### src/rtl/cache_arbiter_if.sv
// Bundle of the I-cache, D-cache and physical memory line interfaces seen by cache_arbiter.
// The slave modport is the arbiter's view; master is the view of the caches and memory around it.
interface cache_arbiter_if #(
    parameter int ADDR_WIDTH = 16,
    parameter int LINE_WIDTH = 128
);
    logic                  i_read;
    logic [ADDR_WIDTH-1:0] i_address;
    logic [LINE_WIDTH-1:0] i_rdata;
    logic                  i_resp;

    logic                  d_read;
    logic                  d_write;
    logic [ADDR_WIDTH-1:0] d_address;
    logic [LINE_WIDTH-1:0] d_wdata;
    logic [LINE_WIDTH-1:0] d_rdata;
    logic                  d_resp;

    logic                  mem_read;
    logic                  mem_write;
    logic [ADDR_WIDTH-1:0] mem_address;
    logic [LINE_WIDTH-1:0] mem_wdata;
    logic [LINE_WIDTH-1:0] mem_rdata;
    logic                  mem_resp;

    modport slave (
        input  i_read, i_address, d_read, d_write, d_address, d_wdata,
        input  mem_rdata, mem_resp,
        output i_rdata, i_resp, d_rdata, d_resp,
        output mem_read, mem_write, mem_address, mem_wdata
    );

    modport master (
        output i_read, i_address, d_read, d_write, d_address, d_wdata,
        output mem_rdata, mem_resp,
        input  i_rdata, i_resp, d_rdata, d_resp,
        input  mem_read, mem_write, mem_address, mem_wdata
    );
endinterface

### src/rtl/cache_arbiter.sv
// Round-robin arbiter serialising I-cache fills and D-cache fills/write-backs onto one line memory port.
//   state   | meaning
//   IDLE    | no transaction; arbitrate pending requests
//   SERVE_I | latched I-cache read in flight, waiting for mem_resp
//   SERVE_D | latched D-cache read or write in flight, waiting for mem_resp
module cache_arbiter #(
    parameter int ADDR_WIDTH = 16,
    parameter int LINE_WIDTH = 128
) (
    input logic           clk,
    input logic           rst_n,
    cache_arbiter_if.slave bus
);

    typedef enum logic [1:0] {
        IDLE    = 2'd0,
        SERVE_I = 2'd1,
        SERVE_D = 2'd2
    } state_t;

    state_t                state;
    state_t                state_nxt;
    logic                  last_grant;
    logic                  cmd_read;
    logic                  cmd_write;
    logic [ADDR_WIDTH-1:0] cmd_addr;
    logic [LINE_WIDTH-1:0] cmd_wdata;

    logic                  i_req;
    logic                  d_req;
    logic                  grant_i;
    logic                  grant_d;

    assign i_req = bus.i_read;
    assign d_req = bus.d_read | bus.d_write;

    // Tie goes to the client that was not granted last time (last_grant: 0=I, 1=D).
    assign grant_i = (state == IDLE) && i_req && (!d_req || last_grant);
    assign grant_d = (state == IDLE) && d_req && !grant_i;

    always_ff @(posedge clk) begin
        if (!rst_n) begin
            state      <= IDLE;
            last_grant <= 1'b1;
            cmd_read   <= 1'b0;
            cmd_write  <= 1'b0;
            cmd_addr   <= '0;
            cmd_wdata  <= '0;
        end else begin
            state <= state_nxt;
            if (grant_i) begin
                last_grant <= 1'b0;
                cmd_read   <= 1'b1;
                cmd_write  <= 1'b0;
                cmd_addr   <= bus.i_address;
                cmd_wdata  <= '0;
            end else if (grant_d) begin
                last_grant <= 1'b1;
                cmd_read   <= !bus.d_write;
                cmd_write  <= bus.d_write;
                cmd_addr   <= bus.d_address;
                cmd_wdata  <= bus.d_wdata;
            end
        end
    end

    always_comb begin
        state_nxt = state;
        case (state)
            IDLE: begin
                if (grant_i) begin
                    state_nxt = SERVE_I;
                end else if (grant_d) begin
                    state_nxt = SERVE_D;
                end
            end
            SERVE_I, SERVE_D: begin
                if (bus.mem_resp) begin
                    state_nxt = IDLE;
                end
            end
            default: state_nxt = IDLE;
        endcase
    end

    // Memory side is driven only from the latched command, never from live client inputs.
    always_comb begin
        bus.mem_read    = 1'b0;
        bus.mem_write   = 1'b0;
        bus.mem_address = cmd_addr;
        bus.mem_wdata   = cmd_wdata;
        bus.i_resp      = 1'b0;
        bus.d_resp      = 1'b0;
        case (state)
            SERVE_I: begin
                bus.mem_read  = cmd_read;
                bus.mem_write = cmd_write;
                bus.i_resp    = rst_n && bus.mem_resp;
            end
            SERVE_D: begin
                bus.mem_read  = cmd_read;
                bus.mem_write = cmd_write;
                bus.d_resp    = rst_n && bus.mem_resp;
            end
            default: begin
                bus.mem_read  = 1'b0;
                bus.mem_write = 1'b0;
            end
        endcase
    end

    assign bus.i_rdata = bus.mem_rdata;
    assign bus.d_rdata = bus.mem_rdata;

endmodule

### src/flat_wrapper.sv
// flat-port wrapper written by rule: the top's interface ports become plain ports
module cache_arbiter_flat 
#(
    parameter int ADDR_WIDTH = 16,
    parameter int LINE_WIDTH = 128
)
  (clk, rst_n, bus_i_read, bus_i_address, bus_d_read, bus_d_write, bus_d_address, bus_d_wdata, bus_mem_rdata, bus_mem_resp, bus_i_rdata, bus_i_resp, bus_d_rdata, bus_d_resp, bus_mem_read, bus_mem_write, bus_mem_address, bus_mem_wdata);
  cache_arbiter_if #(.ADDR_WIDTH(ADDR_WIDTH), .LINE_WIDTH(LINE_WIDTH)) bus_i ();
  input logic clk;
  input logic rst_n;
  input wire logic [$bits(bus_i.i_read)-1:0] bus_i_read;
  input wire logic [$bits(bus_i.i_address)-1:0] bus_i_address;
  input wire logic [$bits(bus_i.d_read)-1:0] bus_d_read;
  input wire logic [$bits(bus_i.d_write)-1:0] bus_d_write;
  input wire logic [$bits(bus_i.d_address)-1:0] bus_d_address;
  input wire logic [$bits(bus_i.d_wdata)-1:0] bus_d_wdata;
  input wire logic [$bits(bus_i.mem_rdata)-1:0] bus_mem_rdata;
  input wire logic [$bits(bus_i.mem_resp)-1:0] bus_mem_resp;
  output wire logic [$bits(bus_i.i_rdata)-1:0] bus_i_rdata;
  output wire logic [$bits(bus_i.i_resp)-1:0] bus_i_resp;
  output wire logic [$bits(bus_i.d_rdata)-1:0] bus_d_rdata;
  output wire logic [$bits(bus_i.d_resp)-1:0] bus_d_resp;
  output wire logic [$bits(bus_i.mem_read)-1:0] bus_mem_read;
  output wire logic [$bits(bus_i.mem_write)-1:0] bus_mem_write;
  output wire logic [$bits(bus_i.mem_address)-1:0] bus_mem_address;
  output wire logic [$bits(bus_i.mem_wdata)-1:0] bus_mem_wdata;
  assign bus_i.i_read = bus_i_read;
  assign bus_i.i_address = bus_i_address;
  assign bus_i.d_read = bus_d_read;
  assign bus_i.d_write = bus_d_write;
  assign bus_i.d_address = bus_d_address;
  assign bus_i.d_wdata = bus_d_wdata;
  assign bus_i.mem_rdata = bus_mem_rdata;
  assign bus_i.mem_resp = bus_mem_resp;
  assign bus_i_rdata = bus_i.i_rdata;
  assign bus_i_resp = bus_i.i_resp;
  assign bus_d_rdata = bus_i.d_rdata;
  assign bus_d_resp = bus_i.d_resp;
  assign bus_mem_read = bus_i.mem_read;
  assign bus_mem_write = bus_i.mem_write;
  assign bus_mem_address = bus_i.mem_address;
  assign bus_mem_wdata = bus_i.mem_wdata;
  cache_arbiter #(.ADDR_WIDTH(ADDR_WIDTH), .LINE_WIDTH(LINE_WIDTH)) u_core (.clk(clk), .rst_n(rst_n), .bus(bus_i));
endmodule
### config.mk
export PLATFORM = sky130hd
export DESIGN_NAME = cache_arbiter_flat
export DESIGN_NICKNAME = d
export VERILOG_FILES = /design/src/rtl/cache_arbiter_if.sv /design/src/rtl/cache_arbiter.sv /design/src/flat_wrapper.sv
export SDC_FILE = /design/constraint.sdc
export NUM_CORES = 1
export LEC_CHECK = 0
export ABC_AREA = 1
export CORE_AREA = 2 2 270 272
export CTS_CLUSTER_DIAMETER = 50
export DETAILED_ROUTE_END_ITERATION = 16
export DIE_AREA = 0 0 272 274
export GPL_TIMING_DRIVEN = 1
export HOLD_SLACK_MARGIN = 0.15
export SETUP_SLACK_MARGIN = 0.02
export SLEW_MARGIN = 20
export SYNTH_ARGS = -nofsm -noshare
export SYNTH_HDL_FRONTEND = slang
export SYNTH_SLANG_ARGS = --single-unit
### constraint.sdc
create_clock -name clk -period 2.1 [get_ports clk]
set_clock_uncertainty 0.2 [all_clocks]
set_input_delay 0.63 -clock clk [delete_from_list [all_inputs] [get_ports clk]]
set_output_delay 0.63 -clock clk [all_outputs]
set_load 0.02 [all_outputs]
==> key figures <==
Synthesis
  • Dominant cell type by area after synthesis: dfxtp_1
  • Simple-gate share of the synthesized area: 21.4%
  • Top-count cell post-synth: buf_4
  • Post-synth ARST share: 0%
  • Flops & latches, synth: 149
  • Largest family of logic cells by synthesized area: buffers and inverters
  • Synthesized area per cell: 7.63 sq um
  • Top cells by count, synth: 267 x buf_4, 186 x nand2_1, 163 x nand3_1, 149 x dfxtp_1, 131 x a21oi_1
  • Post-synth top area share: 38.2%
  • Seq/Total Area, Yosys: 38.2%
  • Post-Synthesis Cell Area: 0.00780 sq mm
  • Post-Synthesis Net Count: 1320
  • Post-synth EDFFs: 0
  • Gate Count Post-Synth: 1023
  • Synthesis Warnings: 0
  • Top_reg_cell synth: dfxtp_1
  • Synth Area in Compound Gates: 8.78%
  • Post-Synth XOR/XNOR Area: 0%
  • Top cells by area, synth: dfxtp_1 38%, buf_4 26%, nand3_1 10%
  • Library cells used by synthesis: 19
  • Post-Synth Adder-Cell Area: 0.481%
  • Mux contribution to synthesized area: 0%

Clock tree
  • Root buffer cell: clkbuf_16
  • CTS Hold Bufs: 0
  • CTS tree: done
  • Clock Path Buffers: 2
  • H-Tree Depth: 4
  • Setup Buffers After CTS: 0
  • Worst-Skew Late Latency: 0.47 ns
  • Sink Count: 149
  • Clock buffers created by TritonCTS: 17
  • Worst-path clk slew: 0.07 ns

Critical path
  • WP data arrival: 1.44 ns
  • Reg2reg path depth: 9
  • Crit path capture type: output port
  • Critical path's top delay family: flip-flops
  • Crit path kind: reg2out
  • CP Buf/Inv Count: 4
  • CP startpoint: u_core.state[0]$_SDFFE_PN0P_
  • FF-to-FF setup slack: 0.36 ns
  • Worst Setup EP: bus_mem_write
  • Reg2Reg Launch Point: u_core.state[1]$_SDFFE_PN0P_
  • Crit-path max cell delay: 0.34 ns
  • Worst R2R End: u_core.bus.mem_wdata[49]$_SDFFE_PP0P_
  • CP Depth: 6
  • CP Data Required Time: 1.27 ns
  • CP cell instances: inv_2 > ha_4 > buf_6 > nand2_4 > inv_4 > buf_6
  • Startpoint Class: flip-flop
  • Crit Path Max Fanout: 2
  • Most Frequent Cell on Critical Path: buf_6
  • CP max-delay cell: dfxtp_2

Placed design
  • RD Place Congestion: 0.758
  • DP Area: 0.0106 sq mm
  • Port buffer count: 313
  • DPL Wire Length: 24500 microns
  • Pre-CTS WS: -0.616 ns

GRT
  • Busiest layer in global routing: met2
  • Largest net degree at the start of global routing: 39
  • Met2 Track Usage GR: 11.4%
  • Initial antenna violation count: 2
  • Congestion Overflow GR: 0
  • Overall routing resource usage: 8.46%
  • First-pass GRT wire length: 45200 microns
  • M1 GR Usage: 9.02%
  • Met3 Use GR: 5.46%
  • Vias in the first global route: 6730

Timing
  • Max Transition Viols Final: 0
  • Worst Slack Setup Final: -0.174 ns
  • Final Critical Period: 2.27 ns
  • Final worst-path cycle share: 108%
  • Actual slew at the worst max-slew pin: 0.269 ns
  • Final setup vio count: 4
  • RSZ-0062 raised after global routing: yes
  • Fin. Hold Viols: 0
  • Total negative slack: -0.591 ns
  • Maximum clock frequency: 440 MHz
  • Slew Limit Headroom: 82.0%

Routing
  • Vias per Instance: 3.26
  • DRT antenna net count: 0
  • Total number of vias: 6733
  • Post-Route WL: 32300 microns
  • Starting DRT DRC Count: 179
  • Residual DRC count: 0
  • First-pass iteration count of the detailed router: 5
  • Wirelength per Cell: 15.6 microns

Final layout
  • FILL cells: 8169
  • Nets: 1390
  • Layout cell share with drive strength beyond 1: 12.3%
  • Antenna diodes: 0
  • Final non-filler cell area: 0.0111 sq mm
  • Area grow syn2layout: 42.7%

Die
  • # IOs: 698
  • Rows: 99
  • Initial Util: 10.8%
  • Core Footprint: 0.0720 sq mm
  • Die width: 272 microns
  • Die area: 0.0745 sq mm
  • Die H: 274 microns

Outcome
  • Failing checks: negative setup slack
  • Status: complete, but fails checks

Job
  • Max Cap Viol: 0

Power and ir drop
  • PD cells: 966 mW/mm^2
  • Lkg Pwr: 4.60 nW
  • Worst ir drop on vdd: 0.000527 V

Hold path
  • Hold Path Class: reg2reg
-- cell type report --
class                      count  area [sq um]  area share [%]
sequential                   149          2990            26.8
multi-input combinational    510          2470            22.2
inverter                      43           169            1.52
timing repair buffer         372          3680            33.1
tap                          959          1200            10.8
clock buffer                  20           457            4.10
clock inverter                12           166            1.49
-- layer usage --
metal | vias up | part of all wire [%]
met3 | 165 | 13
met4 | 4 | 8.1
met1 | 2933 | 39
met2 | 433 | 39
met5 | - | 0.16
li1 | 3198 | -
-- where the power goes --
part,total [mW],switching [mW],internal (mW)
logic,3.90,2.24,1.66
clock network,3.48,1.52,1.95
registers,3.38,0.178,3.20
-- worst min path at each step --
| stage | start | to | slack (ns) | cells after the start |
|---|---|---|---|---|
| after floorplan | u_core.cmd_write$_SDFFE_PP0P_ | u_core.cmd_write$_SDFFE_PP0P_ | 0.24 | 2 |
| after global placement | u_core.bus.mem_wdata[104]$_SDFFE_PP0P_ | u_core.bus.mem_wdata[104]$_SDFFE_PP0P_ | 0.25 | 2 |
| after detailed placement | u_core.bus.mem_wdata[18]$_SDFFE_PP0P_ | u_core.bus.mem_wdata[18]$_SDFFE_PP0P_ | 0.25 | 2 |
| after CTS | u_core.bus.mem_wdata[116]$_SDFFE_PP0P_ | u_core.bus.mem_wdata[116]$_SDFFE_PP0P_ | 0.26 | 2 |
| after global routing | u_core.bus.mem_wdata[116]$_SDFFE_PP0P_ | u_core.bus.mem_wdata[116]$_SDFFE_PP0P_ | 0.27 | 2 |
| final | u_core.bus.mem_wdata[38]$_SDFFE_PP0P_ | u_core.bus.mem_wdata[38]$_SDFFE_PP0P_ | 0.26 | 2 |
-- worst min-delay path, cell delays in order, from the launching register on --
cell,delay [ns]
dfxtp_1,0.31
nand2_1,0.06
a21oi_1,0.05
-- metrics by stage --
stage / std cells / hold slack, ns / power, mW / util (%)
3_3_place_gp: 2033 / 0.247 / 7.59 / 14.7
4_1_cts: 2065 / 0.259 / 11.0 / 15.5
3_5_place_dp: 2033 / 0.251 / 7.60 / 14.7
2_1_floorplan: 1023 / 0.240 / 6.12 / -
5_1_grt: 2065 / 0.271 / 11.4 / 15.5
6_report: 2065 / 0.256 / 10.8 / 15.5
-- cell families after synthesis --
logic type,Yosys count
AND/OR/NAND/NOR,372
buffers and inverters,364
flip-flops,149
AO/OA/AOI/OAI,135
adder cells (fa/ha/maj),3
-- sequential cells by signal, indices dropped and copies added (netlist names) --
name	count
u_core.cmd_write	1
u_core.bus.mem_wdata	128
u_core.bus.mem_address	16
u_core.cmd_read	1
u_core.state	2
u_core.last_grant	1
-- what timing repair did --
item	CTS	global route
pin swaps	1	0
endpoints found under the setup margin	141	30
cloned	0	0
endpoints found under the hold margin	0	0
resized for setup	198	16
-- layout by cell type, fill, tap and decap left out, types with 16 or more instances in the layout --
| master | n |
|---|---|
| clkbuf_16 | 17 |
| nand3b_1 | 16 |
| buf_12 | 20 |
| buf_4 | 45 |
| dfxtp_1 | 147 |
| inv_1 | 36 |
| clkdlybuf4s50_1 | 165 |
| nand2_1 | 184 |
| a21oi_1 | 131 |
| nand3_1 | 163 |
| dlygate4sd2_1 | 110 |
No activity file was read; power rests on OpenSTA's default activity.
